### src/rtl/fetch_ctrl.sv
// Fetch sequencer for the dual-issue front end.
// Owns the PC and drives the word address of a 2-wide ROM with a 1-cycle registered read.
// Each returned pair is tagged with the PC that fetched it and pushed into a small circular
// fetch queue. The head of the queue is offered to decode through a valid/ready handshake.
// A redirect flushes the queue, kills the read in flight and restarts fetch at the new PC.
module fetch_ctrl #(
    parameter int unsigned ADDR_W   = 10,
    parameter logic [31:0] RESET_PC = 32'h0,
    parameter int unsigned FQ_DEPTH = 4,
    parameter logic [31:0] NOP      = 32'h00000013
) (
    input  logic                       clk,
    input  logic                       rst_n,
    // instruction ROM
    output logic [ADDR_W-1:0]          rom_addr,
    input  logic [31:0]                rom_instr1,
    input  logic [31:0]                rom_instr2,
    // redirect from branch/JAL resolution
    input  logic                       redirect_valid,
    input  logic [31:0]                redirect_pc,
    // decode handshake
    input  logic                       dec_ready,
    output logic                       out_valid,
    output logic [31:0]                out_instr1,
    output logic [31:0]                out_instr2,
    output logic [31:0]                out_pc,
    output logic [$clog2(FQ_DEPTH):0]  fq_count
);

    localparam int unsigned PTR_W = $clog2(FQ_DEPTH);
    localparam int unsigned CNT_W = PTR_W + 1;

    // PC byte space is 2^(ADDR_W+2); increments wrap inside it
    localparam logic [31:0] PC_MASK = 32'((64'd1 << (ADDR_W + 2)) - 64'd1);
    localparam logic [31:0] PC_STEP = 32'd8;
    localparam logic [31:0] ALIGN   = 32'hFFFF_FFFC;

    // Last ROM word: its younger slot would read past the end of the ROM
    localparam logic [ADDR_W-1:0] LAST_WORD = '1;

    typedef enum logic [1:0] {
        StBoot,
        StRun,
        StRedir
    } state_e;

    // ------------------------------------------------------------------------------------------
    // Declarations
    // ------------------------------------------------------------------------------------------
    state_e state_q, state_d;

    logic [31:0] pc_q, pc_d;

    // 1-deep in-flight tracker: set the cycle after an issue, holds the issued PC
    logic        inflight_q, inflight_d;
    logic [31:0] tag_pc_q, tag_pc_d;

    // Queue storage and bookkeeping
    logic [31:0] fq_instr1 [FQ_DEPTH];
    logic [31:0] fq_instr2 [FQ_DEPTH];
    logic [31:0] fq_pc     [FQ_DEPTH];

    logic [PTR_W-1:0] wr_ptr_q, wr_ptr_d;
    logic [PTR_W-1:0] rd_ptr_q, rd_ptr_d;
    logic [CNT_W-1:0] count_q, count_d;

    logic             issue;
    logic             credit_ok;
    logic [CNT_W:0]   credits_used;
    logic             push;
    logic             pop;
    logic             head_valid;
    logic [31:0]      slot2;

    // ------------------------------------------------------------------------------------------
    // FSM
    // ------------------------------------------------------------------------------------------

    // State register
    always_ff @(posedge clk or negedge rst_n) begin
        if (!rst_n) begin
            state_q <= StBoot;
        end else begin
            state_q <= state_d;
        end
    end

    // Next-state: redirect overrides everything, otherwise every state settles into StRun
    always_comb begin
        state_d = state_q;
        if (redirect_valid) begin
            state_d = StRedir;
        end else begin
            unique case (state_q)
                StBoot:  state_d = StRun;
                StRun:   state_d = StRun;
                StRedir: state_d = StRun;
                default: state_d = StBoot;
            endcase
        end
    end

    // Credit check counts the queued pairs plus the one that may still be returning from ROM
    always_comb begin
        credits_used = {1'b0, count_q} + (CNT_W + 1)'(inflight_q);
        credit_ok    = (credits_used < (CNT_W + 1)'(FQ_DEPTH));
    end

    // FSM output: issue a ROM read only in StRun with credit and no redirect this cycle
    always_comb begin
        issue = 1'b0;
        if ((state_q == StRun) && credit_ok && !redirect_valid) begin
            issue = 1'b1;
        end
    end

    // ------------------------------------------------------------------------------------------
    // PC and in-flight tracking
    // ------------------------------------------------------------------------------------------

    // Next PC and in-flight tag
    always_comb begin
        pc_d       = pc_q;
        inflight_d = issue;
        tag_pc_d   = tag_pc_q;
        if (redirect_valid) begin
            pc_d       = redirect_pc & ALIGN;
            inflight_d = 1'b0;
        end else if (issue) begin
            pc_d     = (pc_q + PC_STEP) & PC_MASK;
            tag_pc_d = pc_q;
        end
    end

    // PC and in-flight registers
    always_ff @(posedge clk or negedge rst_n) begin
        if (!rst_n) begin
            pc_q       <= RESET_PC & ALIGN;
            inflight_q <= 1'b0;
            tag_pc_q   <= 32'h0;
        end else begin
            pc_q       <= pc_d;
            inflight_q <= inflight_d;
            tag_pc_q   <= tag_pc_d;
        end
    end

    assign rom_addr = pc_q[ADDR_W+1:2];

    // ------------------------------------------------------------------------------------------
    // Fetch queue
    // ------------------------------------------------------------------------------------------

    // Push the returning pair unless a redirect kills it; pop only a valid head
    always_comb begin
        head_valid = (count_q != '0);
        push       = inflight_q && !redirect_valid;
        pop        = head_valid && dec_ready && !redirect_valid;
        slot2      = (tag_pc_q[ADDR_W+1:2] == LAST_WORD) ? NOP : rom_instr2;
    end

    // Pointer and occupancy update; a redirect empties the queue outright
    always_comb begin
        wr_ptr_d = wr_ptr_q;
        rd_ptr_d = rd_ptr_q;
        count_d  = count_q;
        if (redirect_valid) begin
            wr_ptr_d = '0;
            rd_ptr_d = '0;
            count_d  = '0;
        end else begin
            if (push) begin
                wr_ptr_d = wr_ptr_q + PTR_W'(1);
            end
            if (pop) begin
                rd_ptr_d = rd_ptr_q + PTR_W'(1);
            end
            unique case ({push, pop})
                2'b10:   count_d = count_q + CNT_W'(1);
                2'b01:   count_d = count_q - CNT_W'(1);
                default: count_d = count_q;
            endcase
        end
    end

    // Queue bookkeeping registers
    always_ff @(posedge clk or negedge rst_n) begin
        if (!rst_n) begin
            wr_ptr_q <= '0;
            rd_ptr_q <= '0;
            count_q  <= '0;
        end else begin
            wr_ptr_q <= wr_ptr_d;
            rd_ptr_q <= rd_ptr_d;
            count_q  <= count_d;
        end
    end

    // Queue storage; contents are only observed through a valid head so no reset is needed
    always_ff @(posedge clk) begin
        if (push) begin
            fq_instr1[wr_ptr_q] <= rom_instr1;
            fq_instr2[wr_ptr_q] <= slot2;
            fq_pc[wr_ptr_q]     <= tag_pc_q;
        end
    end

    // Head presentation; forced to the idle values when empty so reset outputs are defined
    always_comb begin
        out_valid  = head_valid;
        out_instr1 = NOP;
        out_instr2 = NOP;
        out_pc     = 32'h0;
        if (head_valid) begin
            out_instr1 = fq_instr1[rd_ptr_q];
            out_instr2 = fq_instr2[rd_ptr_q];
            out_pc     = fq_pc[rd_ptr_q];
        end
    end

    assign fq_count = count_q;

`ifndef SYNTHESIS
    // The credit rule must keep every push away from a full queue
    push_not_full_a : assert property (@(posedge clk) disable iff (!rst_n)
        push |-> (count_q < CNT_W'(FQ_DEPTH)));
`endif

endmodule

### config.mk
export PLATFORM = sky130hd
export DESIGN_NAME = fetch_ctrl
export DESIGN_NICKNAME = d
export VERILOG_FILES = /design/src/rtl/fetch_ctrl.sv
export SDC_FILE = /design/constraint.sdc
export NUM_CORES = 1
export LEC_CHECK = 0
export ABC_AREA = 1
export CAP_MARGIN = 20
export CORE_MARGIN = 4
export CORE_UTILIZATION = 60
export DETAILED_ROUTE_END_ITERATION = 7
export PLACE_DENSITY = 0.85
export SKIP_LAST_GASP = 1
export SYNTH_ARGS = -nofsm -noshare
export SYNTH_HDL_FRONTEND = slang
export SYNTH_SLANG_ARGS = --single-unit
export TNS_END_PERCENT = 1
### constraint.sdc
create_clock -name clk -period 13.5 [get_ports clk]
set_clock_uncertainty 0.05 [all_clocks]
set_input_delay 2.7 -clock clk [delete_from_list [all_inputs] [get_ports clk]]
set_output_delay 2.7 -clock clk [all_outputs]
set_load 0.02 [all_outputs]
==> reports/summary.txt, run 1 <==
Final ANT Viol Nets: 0
Worst EP required: 10.75 ns
Setup Buffers After CTS: 0
share of cells above drive strength 1: 0.0568
fin. max-slew vios: 0
initial core utilization: 0.615
worst path arrival time: 3.92 ns
LEAKAGE: 7.93 nW
Setup Crit Path Kind: register to output port
post-DP HPWL: 22700 um
I/O pin cnt: 210
DP Worst Slack: 7.11 ns
CTS buffer count: 44
worst min-delay path class: register to register
Syn. warnings: 0
routability cong.: 0.809
Slew HR: 0.433
initial antenna violation count: 1
Port Buffers: 205
Setup Viol. Count Final: 0
Post-CTS Resized: 0
Clock Sinks: 446
Hold Slack: 0.409 ns
Final Cell Area: 21500 um2
Die Height: 181 um
min cycle time layout: 6.67 ns
Max Root-Sink Buffers: 3
clock root buffer master: clkbuf_16
CTS tree: done
CTS Hold Bufs: 0
Worst VDD drop: 0.115 mV
die width: 181 um
Remaining Overflow, GRT: 0
Post-Synthesis Cells: 1539
Worst-path clk slew: 0.06 ns
Rows: 62
post-synthesis sequential area ratio: 0.729
CP Launch Type: register
crit path capture type: output port
Avg Inst Size Synth: 11.6 um2
First-pass DRT Iterations: 5
R2R Setup Slk: 10.81 ns
drt wl/cell: 18.6 um
Iter 0 DRT Violations: 979
Clk Latency, worst-skew pair: 0.54 ns
placed instance area: 20000 um2
Routed WL: 39600 um
Total GRT Usage: 0.237
Worst-Margin Slew: 0.850 ns
CORE AREA: 29100 um2
Fin. Hold Viols: 0
Max FO, Critical Path: 72
post-synthesis cell area: 17900 um2
routed vias: 11800
fin crit share: 0.494
first-pass GRT wire length: 62300 um
RSZ-0062 raised after global routing: no
vias per cell: 5.56
largest net degree at the start of global routing: 120
nets: 1815
Syn-to-layout area delta: 20.3%
setup TNS: 0 ns
Max Fclk: 150 MHz
status: completed
DRC Markers: 0
vias in the first global route: 11900
die area: 32600 um2
final worst slack: 6.83 ns
post-synth cell types: 28
filler instances: 1813
H-tree levels: 2
Tot Pwr: 2.98 mW
Max-Cap Viols: 0
power per standard cell area: 138 nW/um2
Seq cells post-synth: 446
-- report_power, final --
| group | leakage, nW | switching [mW] | internal, mW |
|---|---|---|---|
| clock | 0.715 | 0.489 | 0.730 |
| combinational | 2.94 | 0.101 | 0.0728 |
| sequential | 4.28 | 0.0406 | 1.55 |
-- through the flow --
step	utilization	instances
global route	0.740	2128
finish	0.740	2128
detailed placement	0.689	2046
CTS	0.739	2126
floorplan	-	1540
global placement	0.689	2046
-- state kept, by name, indices dropped and copies added, names as in the netlist, 3 cells and up --
signal     count
fq_pc        120
fq_instr1    128
fq_instr2    128
pc_q          30
tag_pc_q      30
fq_count       3
-- cells in the final DEF (no fill, tap or decap), types with 5 or more instances in the layout --
cell type and count:
a21oi_1 107, buf_4 18, bufinv_16 5, clkbuf_1 9, clkbuf_16 45, clkdlybuf4s50_1 204
clkinv_1 6, clkinv_2 9, dfrtp_1 68, edfxtp_1 376, ha_1 5, inv_1 79
nand2_1 159, nand3_1 20, nor2_1 367, o21ai_0 149, o21ai_1 85
-- Yosys cell counts (all sizes together) --
cell,count,area (um2)
nand3,21,110
o21ai,234,1170
xnor2,2,17.5
o211ai,1,7.51
fa,1,20.0
nor2,372,1400
buf,68,422
conb,1,3.75
nand3b,1,7.51
nand2,159,597
nand4,3,33.8
edfxtp,376,11300
dfrtp,70,1750
ha,5,62.6
o21a,1,7.51
inv,85,322
a21oi,107,536
clkbuf,32,128
-- area by class of cell --
type                            count  area (um2)  share of cell area
Sequential cell                   446       13100               0.606
Multi-Input combinational cell    909        4010               0.186
Timing Repair Buffer              223        2200               0.102
Clock buffer                       58        1210              0.0564
Tap cell                          384         480              0.0223
Inverter                           85         324              0.0151
Clock inverter                     22         241              0.0112
Antenna cell                        1        2.50            0.000116
-- path summary, 6_finish.rpt --
path / end / depth (start not counted) / from
max: out_pc[14] / 6 / rd_ptr_q[0]
min: state_q[0] / 1 / state_q[1]
max reg2reg: fq_instr2[2][19] / 6 / inflight_q
min reg2reg: state_q[0] / 1 / state_q[1]
max in group asynchronous: rd_ptr_q[1] / 1 / rst_n
min in group asynchronous: pc_q[26] / 1 / rst_n
-- worst max-delay path: stages (launching register included) --
cell and delay [ns]:
dfrtp_4 0.76, inv_4 0.61, buf_4 0.55, buf_16 0.33, o21ai_0 0.15, a21oi_1 0.24, clkdlybuf4s50_1 0.67
-- per-layer routing --
layer | wire length [um] | vias to the layer above | GRT usage | part of all wire
li1 | - | 5590 | - | -
met1 | 15500 | 5721 | 0.309 | 0.39
met2 | 20300 | 463 | 0.414 | 0.51
met3 | 3000 | 66 | 0.0442 | 0.076
met4 | 818 | 0 | 0.0638 | 0.021
met5 | 0 | - | 0 | 0
-- cells by family after synthesis --
logic type,Yosys count,synth area share
other cells,1,0.000210
buf+inv,185,0.0487
xor+xnor,2,0.000980
compound gates,343,0.0963
fa+ha+maj,6,0.00462
flops,446,0.729
simple gates,556,0.120
Power figures use the tool's default switching activity.
==> inputs of run 2 (changes only) <==
Settings changed: CORE_UTILIZATION 60 to 56, PLACE_DENSITY 0.85 to 0.8.
Clock period 13.5 ns to 6.7 ns, I/O delays scaled along.
==> run 2 against run 1 <==
  * First-iteration DRC count is 1.9% lower
  * Sequential share of layout area is 0.16 points lower
  * Non-clock buffer count stayed put
  * Die area is 6.8% higher
  * Largest power group unchanged
  * Total power is 100% higher
  * Highest routed layer unchanged
  * Critical path type unchanged
  * Clock-buffer cell count is 3 lower
  * Flip-flop and latch count stayed put
  * Global-route usage is 2.3 points lower
  * Critical path depth stayed put
==> reports/summary.txt, run 2 (same netlist as run 1, synthesis figures left out) <==
status: completed
vias in the first global route: 11700
Global Route met2 Usage: 0.369
Syn-to-layout area delta: 20.7%
Total GRT Usage: 0.214
Setup Crit Path Kind: register to output port
power per standard cell area: 279 nW/um2
Setup Buffers After CTS: 0
Routed WL: 38200 um
critical-path cell list: clkinv_2 > buf_4 > nor2_1 > o21ai_1 > a21oi_1 > clkdlybuf4s50_1
clock root buffer master: clkbuf_16
CP max-delay cell: clkinv_2
Max Fclk: 180 MHz
die area: 34900 um2
initial antenna violation count: 0
setup TNS: 0 ns
slowest cell delay on critical path: 1.02 ns
worst reg2reg path depth: 4
Post-CTS Resized: 0
DRC Markers: 0
Worst-Margin Slew: 1.04 ns
RSZ-0062 raised after global routing: no
Final ANT Viol Nets: 0
critical path capture point: out_instr1[24]
Layout Utilization: 0.684
commonest cells after routing, fill and taps aside: edfxtp_1, nor2_1, clkdlybuf4s50_1
family with the most delay on the worst path: buffers and inverters
worst min-delay path class: register to register
share of cells above drive strength 1: 0.0574
Worst-path clk slew: 0.06 ns
Tot Pwr: 6.02 mW
filler instances: 2210
Non-Filler Instances: 2143
routed vias: 11800
post-DP HPWL: 21500 um
Buffers & Inverters on Critical Path: 3
origin of the critical flop-to-flop path: rd_ptr_q[1]
Worst EP required: 5.31 ns
I/O pin cnt: 210
critical path depth: 6
Worst VDD drop: 0.201 mV
CTS tree: done
Max FO, Critical Path: 57
# diodes: 0
GR peak layer: met2
First-pass DRT Iterations: 5
Die Height: 187 um
LEAKAGE: 7.94 nW
Regs by FF count: fq_instr1 x128, fq_instr2 x128, fq_pc x120
CORE AREA: 31600 um2
vias per cell: 5.48
Hold Slack: 0.392 ns
M1 GR Usage: 0.285
multi-input combinational cell area: 4010 um2
R2R Setup Slk: 3.70 ns
CTS Hold Bufs: 0
drt wl/cell: 17.8 um
Port Buffers: 205
fin. max-slew vios: 0
die width: 187 um
CTS buffer count: 44
met3 usage: 0.0368
Max Root-Sink Buffers: 3
first-pass GRT wire length: 60700 um
largest net degree at the start of global routing: 96
crit path from: rd_ptr_q[1]
Remaining Overflow, GRT: 0
worst path arrival time: 4.18 ns
routability cong.: 0.791
Iter 0 DRT Violations: 960
placed cells: 2065
Seq. cell area: 13100 um2
nets: 1815
fin crit share: 0.831
Rows: 65
CP Launch Type: register
H-tree levels: 2
FF-to-FF End: rd_ptr_q[1]
Clock Sinks: 446
Fin. Hold Viols: 0
most common cell after layout, fill and taps aside: edfxtp_1
Setup Viol. Count Final: 0
initial core utilization: 0.567
crit path capture type: output port
Clk Latency, worst-skew pair: 0.55 ns
Max-Cap Viols: 0
Slew HR: 0.304
min cycle time layout: 5.57 ns
run 2: changes by cell type in the layout (fill, tap and decap cells not counted):
cell	before	now
inv_16	0	1
diode_2	1	0
clkinv_8	0	1
buf_4	18	16
inv_6	3	1
clkbuf_16	45	44
inv_4	1	2
clkinv_1	6	5
buf_12	0	3
buf_16	1	0
clkbuf_1	9	7
bufinv_16	5	6
run 2: stage by stage:
stage	area, um2	worst slack (ns)
after floorplan	17900	0.395
after global placement	20100	1.68
after detailed placement	20100	1.74
after CTS	21600	1.14
after global routing	21600	0.946
final	21600	1.13
run 2: area by class of cell:
class	count	share of cell area
clock buffer	55	0.0548
multi-input combinational	909	0.186
clock inverter	23	0.0136
tap	402	0.0233
inverter	85	0.0150
sequential	446	0.605
timing repair buffer	223	0.103
run 2: where the power goes:
group	total, mW	internal [mW]	switching, mW
logic	0.350	0.147	0.204
registers	3.19	3.11	0.0742
clock network	2.48	1.49	0.992
run 2: per-layer routing:
| layer | share of wire | vias to the layer above |
|---|---|---|
| li1 | - | 5586 |
| met1 | 0.41 | 5671 |
| met2 | 0.50 | 438 |
| met3 | 0.072 | 58 |
| met4 | 0.021 | 0 |
| met5 | 0 | - |
run 2: how the worst min path moves through the flow:
stage | startpoint | end | slack [ns] | cells past startpoint
after floorplan | state_q[1] | state_q[0] | 0.37 | 1
after global placement | state_q[1] | state_q[0] | 0.38 | 1
after detailed placement | state_q[1] | state_q[0] | 0.38 | 1
after CTS | state_q[1] | state_q[0] | 0.39 | 1
after global routing | state_q[1] | state_q[0] | 0.43 | 1
final | state_q[1] | state_q[0] | 0.39 | 1
run 2: worst register-to-register path, stage by stage (launching register included):
cell and delay, ns:
dfrtp_4 0.87, clkinv_2 1.06, buf_4 0.58, o21ai_0 0.24, a21oi_1 0.06
